[src/rtl/mem_ctrl.sv]
// Purpose: serves the CPU's 32-bit rom and ram ports from one byte-wide synchronous memory, four byte cycles per word.
// Latency: 7 cycles per read, 6 per write (stall high until the DONE cycle); ram+rom together take 13 (ram read) or 12 (ram write).
// Backpressure: stallreq_o holds the pipeline while any request is pending; both ports are released together in the DONE cycle.
module mem_ctrl #(
    parameter int ADDR_W = 17
) (
    input  logic              clk,
    input  logic              rst,
    input  logic              rom_ce_i,
    input  logic [31:0]       rom_addr_i,
    output logic [31:0]       rom_data_o,
    input  logic              ram_ce_i,
    input  logic              ram_we_i,
    input  logic [3:0]        ram_sel_i,
    input  logic [31:0]       ram_addr_i,
    input  logic [31:0]       ram_data_i,
    output logic [31:0]       ram_data_o,
    output logic              stallreq_o,
    output logic [ADDR_W-1:0] mem_a_o,
    output logic [7:0]        mem_dout_o,
    input  logic [7:0]        mem_din_i,
    output logic              mem_wr_o
);

    typedef enum logic [1:0] {
        IDLE = 2'd0,
        XFER = 2'd1,
        TAIL = 2'd2,
        DONE = 2'd3
    } state_t;

    state_t            state, state_nx;
    logic [1:0]        k;
    logic              cur;        // 1 = ram transfer, 0 = rom transfer
    logic              ram_done;
    logic              rom_done;
    logic [ADDR_W-1:0] base;
    logic [31:0]       wdata;
    logic [3:0]        sel;
    logic              we;
    logic [23:0]       acc;        // bytes 0..2 of the word being read

    logic ram_pend, rom_pend;
    assign ram_pend = ram_ce_i & ~ram_done;
    assign rom_pend = rom_ce_i & ~rom_done;

    // Upper CPU address bits are dropped: the external memory is only ADDR_W bits wide.
    logic unused_addr_bits;
    assign unused_addr_bits = ^{ram_addr_i[31:ADDR_W], rom_addr_i[31:ADDR_W]};

    // Request latching, byte counter, read assembly and completion bookkeeping.
    always_ff @(posedge clk) begin
        if (rst) begin
            state      <= IDLE;
            k          <= 2'd0;
            cur        <= 1'b0;
            ram_done   <= 1'b0;
            rom_done   <= 1'b0;
            base       <= '0;
            wdata      <= 32'd0;
            sel        <= 4'd0;
            we         <= 1'b0;
            acc        <= 24'd0;
            rom_data_o <= 32'd0;
            ram_data_o <= 32'd0;
        end else begin
            state <= state_nx;
            case (state)
                IDLE: begin
                    if (ram_pend) begin
                        base  <= ram_addr_i[ADDR_W-1:0];
                        wdata <= ram_data_i;
                        sel   <= ram_sel_i;
                        we    <= ram_we_i;
                        cur   <= 1'b1;
                        k     <= 2'd0;
                    end else if (rom_pend) begin
                        base <= rom_addr_i[ADDR_W-1:0];
                        we   <= 1'b0;
                        cur  <= 1'b0;
                        k    <= 2'd0;
                    end
                end
                XFER: begin
                    // Read data lags its address by one cycle, so byte k-1 arrives now.
                    if (!we) begin
                        case (k)
                            2'd1:    acc[7:0]   <= mem_din_i;
                            2'd2:    acc[15:8]  <= mem_din_i;
                            2'd3:    acc[23:16] <= mem_din_i;
                            default: ;
                        endcase
                    end
                    k <= k + 2'd1;
                    if (we && k == 2'd3) begin
                        ram_done <= 1'b1;
                    end
                end
                TAIL: begin
                    if (cur) begin
                        ram_data_o <= {mem_din_i, acc};
                        ram_done   <= 1'b1;
                    end else begin
                        rom_data_o <= {mem_din_i, acc};
                        rom_done   <= 1'b1;
                    end
                end
                DONE: begin
                    ram_done <= 1'b0;
                    rom_done <= 1'b0;
                end
                default: ;
            endcase
        end
    end

    // Next state plus the combinational external-memory drive (idle outputs stay at zero).
    always_comb begin
        state_nx   = state;
        mem_a_o    = '0;
        mem_dout_o = 8'd0;
        mem_wr_o   = 1'b0;
        case (state)
            IDLE: begin
                if (ram_pend || rom_pend) begin
                    state_nx = XFER;
                end else if (ram_done || rom_done) begin
                    state_nx = DONE;
                end
            end
            XFER: begin
                mem_a_o = base + ADDR_W'(k);
                if (we) begin
                    mem_dout_o = wdata[{k, 3'b000} +: 8];
                    mem_wr_o   = sel[k];
                end
                if (k == 2'd3) begin
                    state_nx = we ? IDLE : TAIL;
                end
            end
            TAIL:    state_nx = IDLE;
            DONE:    state_nx = IDLE;
            default: state_nx = IDLE;
        endcase
    end

    assign stallreq_o = (rom_ce_i | ram_ce_i) & (state != DONE);

endmodule

[config.mk]
export PLATFORM = sky130hd
export DESIGN_NAME = mem_ctrl
export DESIGN_NICKNAME = d
export VERILOG_FILES = /design/src/rtl/mem_ctrl.sv
export SDC_FILE = /design/constraint.sdc
export NUM_CORES = 1
export LEC_CHECK = 0
export CAP_MARGIN = 20
export CORE_AREA = 2 2 120 122
export CTS_CLUSTER_DIAMETER = 150
export DETAILED_ROUTE_END_ITERATION = 8
export DIE_AREA = 0 0 122 124
export PLACE_DENSITY = 0.75
export SYNTH_ARGS = -nofsm -noshare
export SYNTH_HDL_FRONTEND = slang
export SYNTH_SLANG_ARGS = --single-unit
[constraint.sdc]
create_clock -name clk -period 1.89 [get_ports clk]
set_input_delay 0.2835 -clock clk [delete_from_list [all_inputs] [get_ports clk]]
set_output_delay 0.2835 -clock clk [all_outputs]
set_load 0.1 [all_outputs]
# --- Word-level counts from Yosys, hierarchy flattened ---
# Index checks and enable logic that the tools add are counted.
word_totals:
  regBits: 149
  inputBits: 113
  output_inout_bits: 91
  wordCells: 84
op_classes:
  add_sub_neg: 2
  n_lt_le_gt_ge: 1
  eq_ne: 13
  shift: 1
  n_mux: 25
  n_bitwise: 8
  n_reduce_logical: 20
ops:
  columns: ["op", "n"]
  rows:
  - ["two-way mux 17 bit", 3]
  - ["indexed part select 32 x 6 -> 8 bit", 1]
  - ["adder 17 x 2 -> 17 bit", 1]
  - ["two-way mux 8 bit", 2]
  - ["AND reduction 2 bit", 7]
  - ["two-way mux 2 bit", 6]
  - ["AND reduction 3 bit", 4]
  - ["!= test 2 bit (second input constant)", 5]
  - ["two-way mux 1 bit", 9]
  - ["equality test 2 bit (second input constant)", 4]
  - ["!= test 3 bit (second input constant)", 2]
  - ["one-hot mux 2 bit (3 select lines)", 1]
  - ["nonzero test 2 bit", 3]
  - ["equality test 2 x 1 -> 1 bit (second input constant)", 2]
  - ["inverter 1 bit", 4]
  - ["one-hot mux 2 bit (2 select lines)", 1]
  - ["AND 1 bit", 3]
  - ["less-than comparator 2 x 3 -> 1 bit (second input constant)", 1]
  - ["one-hot mux 1 bit (3 select lines)", 1]
  - ["nonzero test 3 bit", 1]
  - ["adder 2 x 1 -> 2 bit (second input constant)", 1]
  - ["binary-select mux 1 bit (select 2 bit)", 1]
  - ["zero test 2 bit", 1]
  - ["logical OR 1 bit", 2]
  - ["other kinds (4)", 4]

# --- Logic depth before layout (Yosys ltp) ---
# Gate-level depths: netlist of the first run.
logic_depth:
  ltp_word: 5
  depth_mapped: 7
  ltp_nobuf: 5

# --- Least setup slack after synthesis of the first run ---
# No wires, ideal clock.
synth_timing:
  kind: "reg2out"
  start: "reg k[0]"
  end: "out mem_a_o[16]"
  arrival_time_ns: 4.120
  required_time_ns: 1.607
  setup_slack_ns: -2.514
  path_stages_with_launch: 5
  path_buffers: 0
  path_cell_list: "dfxtp_1 -> ha_1 -> fa_1 -> nand3_2 -> o41ai_1"
synth_via:
  elab_chain_len: 2
synth_lines:
  columns: ["element", "line", "source"]
  rows:
  - ["from (decl)", "33", "logic [1:0] k;"]
  - ["from (signal assigned)", "94", "k <= k + 2'd1;"]
  - ["adder 17 x 2 -> 17 bit", "132", "mem_a_o = base + ADDR_W'(k);"]
  - ["two-way mux 17 bit", "123", "case (state)"]
  - ["to (decl)", "19", "output logic [ADDR_W-1:0] mem_a_o,"]
# No other way between the ends.

# --- Worst setup path after layout of the first run ---
layout_timing:
  start: "reg k[0]"
  end: "out mem_a_o[7]"
# The elaborated chain is that of the path after synthesis.

==> results of run 1 <==
-- where the power goes --
| group | internal, W | switching [W] | leakage [nW] |
|---|---|---|---|
| Sequential | 0.00327 | 0.0000940 | 1.21 |
| Clock | 0.00227 | 0.00131 | 0.306 |
| Combinational | 0.000640 | 0.000848 | 2.08 |
-- per-layer routing --
layer / global-route usage [%] / routed length, um / up-vias
met1: 31.3 / 7950 / 2771
met4: 8.76 / 352 / 0
met2: 38.0 / 8740 / 178
met5: 0 / 0 / -
li1: - / - / 2950
met3: 5.54 / 967 / 27
-- per-stage QoR --
stage | util (%) | cell area, um^2
after floorplan | - | 6340
after global placement | 62.9 | 8640
after detailed placement | 62.9 | 8640
after CTS | 68.9 | 9450
after global routing | 69.9 | 9590
final | 69.9 | 9590
-- cells in the mapped netlist, types with 2 or more instances --
cell type	n	share of area (%)
nand4_1	2	0.21
o31ai_1	2	0.25
a311oi_1	17	2.4
mux4_2	9	3.3
inv_1	7	0.43
or3_1	2	0.21
nor2_1	41	2.5
o21ai_0	3	0.25
nor2b_1	2	0.21
nand3b_1	2	0.25
nand3_1	3	0.25
and2_1	6	0.62
and3_1	11	1.1
ha_1	5	1.0
nand2b_1	3	0.31
a21oi_1	125	10
dfxtp_1	149	49
and4_1	3	0.43
nor3_1	3	0.25
a31oi_1	3	0.31
or4_1	4	0.49
nor3b_2	3	0.62
nand2_1	278	17
mux2i_1	8	1.3
xor2_1	5	0.72
buf_2	16	1.3
clkbuf_1	38	2.3
xnor2_1	3	0.43
-- worst register-to-register path: stages (launching register included) --
cell and delay [ns]:
dfxtp_1 0.38, buf_4 0.20, nor3b_2 0.33, and2_1 0.17, buf_4 0.19, mux2i_1 0.20, nor2_1 0.06
-- final timing paths --
| path | cells past startpoint | startpoint | slack (ns) | to |
|---|---|---|---|---|
| worst max register to register | 6 | state[0] | 0.21 | acc[19] |
| worst max-delay path | 9 | k[0] | -0.57 | mem_a_o[7] |
| worst min register to register | 2 | wdata[19] | 0.45 | wdata[19] |
| worst min-delay path | 2 | rst | 0.39 | acc[21] |
-- final cells by class --
cell class / instances / area share, %
Clock inverter: 11 / 1.81
Tap cell: 180 / 2.35
Sequential cell: 149 / 31.2
Multi-Input combinational cell: 557 / 34.7
Clock buffer: 19 / 4.72
Inverter: 7 / 0.274
Timing Repair Buffer: 226 / 24.9
-- registers in the layout, summed over array words and instances, names as in the netlist --
| signal | cells |
|---|---|
| k | 2 |
| sel | 4 |
| ram_done | 1 |
| acc | 24 |
| state | 2 |
| cur | 1 |
| we | 1 |
| base | 17 |
| wdata | 32 |
| ram_data_o | 32 |
| rom_data_o | 32 |
| rom_done | 1 |
-- timing repair --
action	CTS	global route
pin swaps	7	11
buffers inserted	5	5
hold buffers	0	0
resized for setup	38	17
endpoints found under the setup margin	26	26
gates cloned	0	1
-- cell families (layout without fill, tap and decap cells) --
group                      after synthesis  count (layout)  synth area share, %
muxes                                   17              17                 4.64
DFF                                    149             149                 48.9
xor gates and xnor gates                 8               8                 1.15
and+or+nand+nor                        366             366                 25.0
AOI/OAI and AO/OA                      160             160                 14.8
buffers and inverters                   62             263                 4.15
adders and majority gates                6               6                 1.35
-- placed cells by master (no fill, tap or decap), types with 9 or more instances in the layout --
cell type,n
nor2_1,33
and3_4,9
a311oi_1,17
clkdlybuf4s50_1,81
dfxtp_1,144
buf_12,36
mux4_2,9
nand2_1,275
buf_4,102
a21oi_1,120
clkbuf_16,18
==> flow_metrics.py, run 1 <==
metrics = {
    "logic_synthesis": {
        "ys_ff_latch": 149,
        "synthFlopType": "dfxtp_1",
        "synth-seq-area-share_pct": 48.9,
        "syn_area_mm2": 0.00609,
        "ys_types": 43,
        "async_flop_share_pct": 0,
        "syn_avg_cell_area_um2": 7.94,
        "syn_inst": 768,
        "ys_warn_count": 0,
        "synth_edf_count": 0,
        "syn_nets": 887,
    },
    "timing": {
        "worst-slew-pin-transition_ns": 0.675,
        "rsz0062_at_grt": "yes",
        "fin_tns_setup_ns": -9.31,
        "setup_viol": 25,
        "min_period_over_period_pct": 130,
        "hold_violations": 0,
        "max-slew-margin-rel_pct": 55.0,
        "slew_viol_final": 0,
        "fin_ws_ns": -0.571,
        "whs_ns": 0.386,
        "fmax_ghz": 0.406,
        "skew_ns": 0.00649,
        "period_minus_slack_ns": 2.46,
    },
    "power_and_ir_drop": {
        "p_leak_nw": 3.60,
        "powerDensity_mw_per_mm2": 879,
        "finalPower_w": 0.00843,
        "worst_ir_drop_vdd_mv": 0.573,
    },
    "detailed_routing": {
        "dr_total_vias": 5926,
        "antenna_left": 0,
        "post-route-drc-count": 0,
        "firstDrtPassIters": 5,
        "first_iter_violations": 399,
        "via_per_inst": 5.16,
        "post_drt_wl_per_cell_um": 15.7,
        "totalWireLength_um": 18000,
    },
    "flow_run": {
        "drv_cap": 0,
    },
    "global_routing": {
        "antenna_found_initial": 0,
        "grt_pass1_vias": 5390,
        "grt_max_degree": 57,
        "grt_pass1_wl_um": 27700,
        "gr-total-overflow": 0,
        "grt_usage_pct": 23.7,
    },
    "die": {
        "core_mm2": 0.0137,
        "dieWidth_um": 122,
        "initial_utilization_pct": 44.4,
        "io_pins": 204,
        "die_area_mm2": 0.0151,
        "die_y_um": 124,
        "num_rows": 43,
    },
    "clock_tree": {
        "cts_buffers": 17,
        "cts_buffer_depth": 2,
        "cts-htree-levels": 4,
        "clk_pin_slew_ns": 0.06,
        "cts_tree": "done",
        "cts.sinks": 149,
        "clk_latency_ns": 0.42,
        "clockRootBuffer": "clkbuf_16",
    },
    "worst_setup_path": {
        "path_common_cell": "buf_6",
        "path_cells": "ha_4 -> buf_4 -> a21o_1 -> buf_6 -> buf_6 -> nand4_1 -> xor2_2 -> nor2_4 -> buf_12",
        "crit_path_end_kind": "output port",
        "max_stage_delay_ns": 0.35,
        "startpoint_type": "flip-flop",
        "crit_buf_inv": 4,
        "path_delay_family": "buffers and inverters",
        "path_max_fanout": 3,
        "critPathRequiredTime_ns": 1.61,
        "critPathArrivalTime_ns": 2.18,
        "critPathKind": "reg -> out",
        "crit_slowest_cell": "dfxtp_4",
    },
    "placed_design": {
        "dpl.hpwl_um": 11800,
        "dp_worst_setup_slack_ns": -0.111,
        "dp_cells": 1112,
        "place_congestion": 0.788,
        "portBuffers": 173,
    },
    "finish": {
        "stdcell_count": 1149,
        "finalNetCount": 1077,
        "drive_gt1_share_pct": 25.5,
        "n_fill_cell": 1097,
        "multi_input_area_mm2": 0.00333,
        "regArea_mm2": 0.00299,
        "n_antenna_cell": 0,
        "syn_to_final_growth_pct": 57.4,
    },
    "min_path": {
        "hold_path_class": "in -> reg",
    },
    "run_status": {
        "status": "complete, but fails checks",
        "failed_checks": "setup timing",
    },
}
Power figures use the tool's default switching activity.
==> inputs of run 2 (changes only) <==
- PLACE_DENSITY: 0.75 -> not set
- PLACE_DENSITY_LB_ADDON: not set -> 0.1
==> run 2 against run 1 <==
Effect of this change:
- the run still ends with setup timing left
- register-to-register slack worse by 0.10 ns
- cell count is 0.26% higher
- hold slack worse by 0.044 ns
- design area is 1.3% lower
- first-iteration DRC count is 7.8% higher
- sequential power hardly changed
- critical path type unchanged
- critical endpoint is now mem_a_o[9]
- highest routed layer unchanged
==> flow_metrics.py, run 2 (synthesis gave the netlist of run 1 again) <==
metrics = {
    "run_status": {
        "status": "complete, but fails checks",
        "failed_checks": "setup timing",
    },
    "power_and_ir_drop": {
        "finalPower_w": 0.00821,
        "worst_ir_drop_vdd_mv": 0.680,
        "p_leak_nw": 3.54,
        "powerDensity_mw_per_mm2": 867,
    },
    "finish": {
        "layout.cells.most_common": "nand2_1",
        "n_fill_cell": 1104,
        "finalNetCount": 1078,
        "top_regs": "ram_data_o x32, rom_data_o x32, wdata x32",
        "n_antenna_cell": 0,
        "final_cell_mix": "nand2_1 (276), dfxtp_1 (142), a21oi_1 (120), buf_4 (104), clkdlybuf4s50_1 (81)",
        "design_area_mm2": 0.00947,
        "multi_input_area_mm2": 0.00327,
        "drive_gt1_share_pct": 25.9,
        "syn_to_final_growth_pct": 55.4,
        "regArea_mm2": 0.00300,
    },
    "placed_design": {
        "portBuffers": 173,
        "post_dp_cell_area_mm2": 0.00856,
        "dpl.hpwl_um": 12100,
        "place_congestion": 0.838,
    },
    "timing": {
        "rsz0062_at_grt": "yes",
        "setup_viol": 25,
        "worst-slew-pin-transition_ns": 0.588,
        "fin_ws_ns": -0.541,
        "slew_viol_final": 0,
        "min_period_over_period_pct": 129,
        "skew_ns": 0.00514,
        "fmax_ghz": 0.411,
        "period_minus_slack_ns": 2.43,
        "max-slew-margin-rel_pct": 60.4,
        "hold_violations": 0,
        "fin_tns_setup_ns": -9.85,
    },
    "worst_setup_path": {
        "critPathRequiredTime_ns": 1.61,
        "critPathKind": "reg -> out",
        "critPathArrivalTime_ns": 2.15,
        "path_max_fanout": 3,
        "crit_slowest_cell": "or4_4",
        "max_stage_delay_ns": 0.42,
        "crit_path_end_kind": "output port",
        "path_cells": "ha_4 -> a21o_1 -> nand3_2 -> buf_6 -> or4_4 -> o21ai_4 -> buf_12",
        "startpoint_type": "flip-flop",
    },
    "clock_tree": {
        "cts_buffers": 17,
        "cts_tree": "done",
        "cts_hold_buf": 0,
        "clk_latency_ns": 0.43,
        "cts-htree-levels": 4,
        "cts_buffer_depth": 2,
        "cts.sinks": 149,
        "clockRootBuffer": "clkbuf_16",
        "clk_pin_slew_ns": 0.06,
    },
    "global_routing": {
        "grt_pass1_vias": 5696,
        "gr-total-overflow": 0,
        "grt_pass1_wl_um": 27700,
        "grt_max_degree": 53,
        "grt_usage_pct": 23.4,
        "antenna_found_initial": 0,
    },
    "detailed_routing": {
        "dr_total_vias": 5999,
        "post-route-drc-count": 0,
        "firstDrtPassIters": 5,
        "post_drt_wl_per_cell_um": 15.5,
        "first_iter_violations": 430,
        "totalWireLength_um": 17800,
        "via_per_inst": 5.21,
        "antenna_left": 0,
    },
    "die": {
        "core_mm2": 0.0137,
        "io_pins": 204,
        "num_rows": 43,
        "die_area_mm2": 0.0151,
        "initial_utilization_pct": 44.4,
        "dieWidth_um": 122,
        "die_y_um": 124,
    },
    "min_path": {
        "hold_path_class": "in -> reg",
    },
    "flow_run": {
        "drv_cap": 0,
    },
}
run 2: path summary, 6_finish.rpt:
check,cells after the start,slack (ns),endpoint,startpoint
setup / recovery,7,-0.54,mem_a_o[9],base[1]
hold / removal,2,0.34,cur,rst
setup reg to reg,9,0.11,acc[21],k[0]
hold reg to reg,2,0.45,wdata[17],wdata[17]
run 2: layer usage:
| layer | share of wire, % | wire length [um] | vias up | global-route usage, % |
|---|---|---|---|---|
| met1 | 43 | 7580 | 2836 | 29.5 |
| li1 | - | - | 2952 | - |
| met2 | 49 | 8760 | 187 | 38.8 |
| met3 | 6.8 | 1200 | 24 | 6.09 |
| met4 | 1.5 | 273 | 0 | 8.69 |
| met5 | 0 | 0 | - | 0 |
run 2: area by class of cell:
class	count	share of cell area [%]
tap	180	2.38
clock inverter	15	1.78
inverter	7	0.277
timing repair buffer	227	24.9
clock buffer	17	4.49
multi-input combinational	557	34.5
sequential	149	31.7
run 2: worst max-delay path: cells and delay by family, from the launching register on:
kind	cells	cell delay [ns]
AO/OA/AOI/OAI	2	0.23
flip-flops	1	0.35
AND/OR/NAND/NOR	2	0.55
adder cells (fa/ha/maj)	1	0.25
buffers and inverters	2	0.34
run 2: where the power goes:
| part | total [W] | switching, W | internal (W) |
|---|---|---|---|
| Combinational | 0.00147 | 0.000839 | 0.000635 |
| Clock | 0.00338 | 0.00140 | 0.00198 |
| Sequential | 0.00336 | 0.0000898 | 0.00327 |
| Total | 0.00821 | 0.00233 | 0.00588 |
run 2: what timing repair did:
item,4_1_cts,5_1_grt
pin swaps,15,9
setup buffers,9,6
setup endpoints to repair,26,26
gates resized for setup,42,9
run 2: metrics by stage:
stage	worst slack (ns)	utilization, %	hold slack [ns]	std cells
after floorplan	-0.409	-	0.419	768
after global placement	-0.0883	62.4	0.440	1109
after detailed placement	-0.157	62.4	0.446	1109
after CTS	-0.550	68.5	0.331	1148
after global routing	-0.597	69.0	0.368	1152
final	-0.541	69.0	0.342	1152
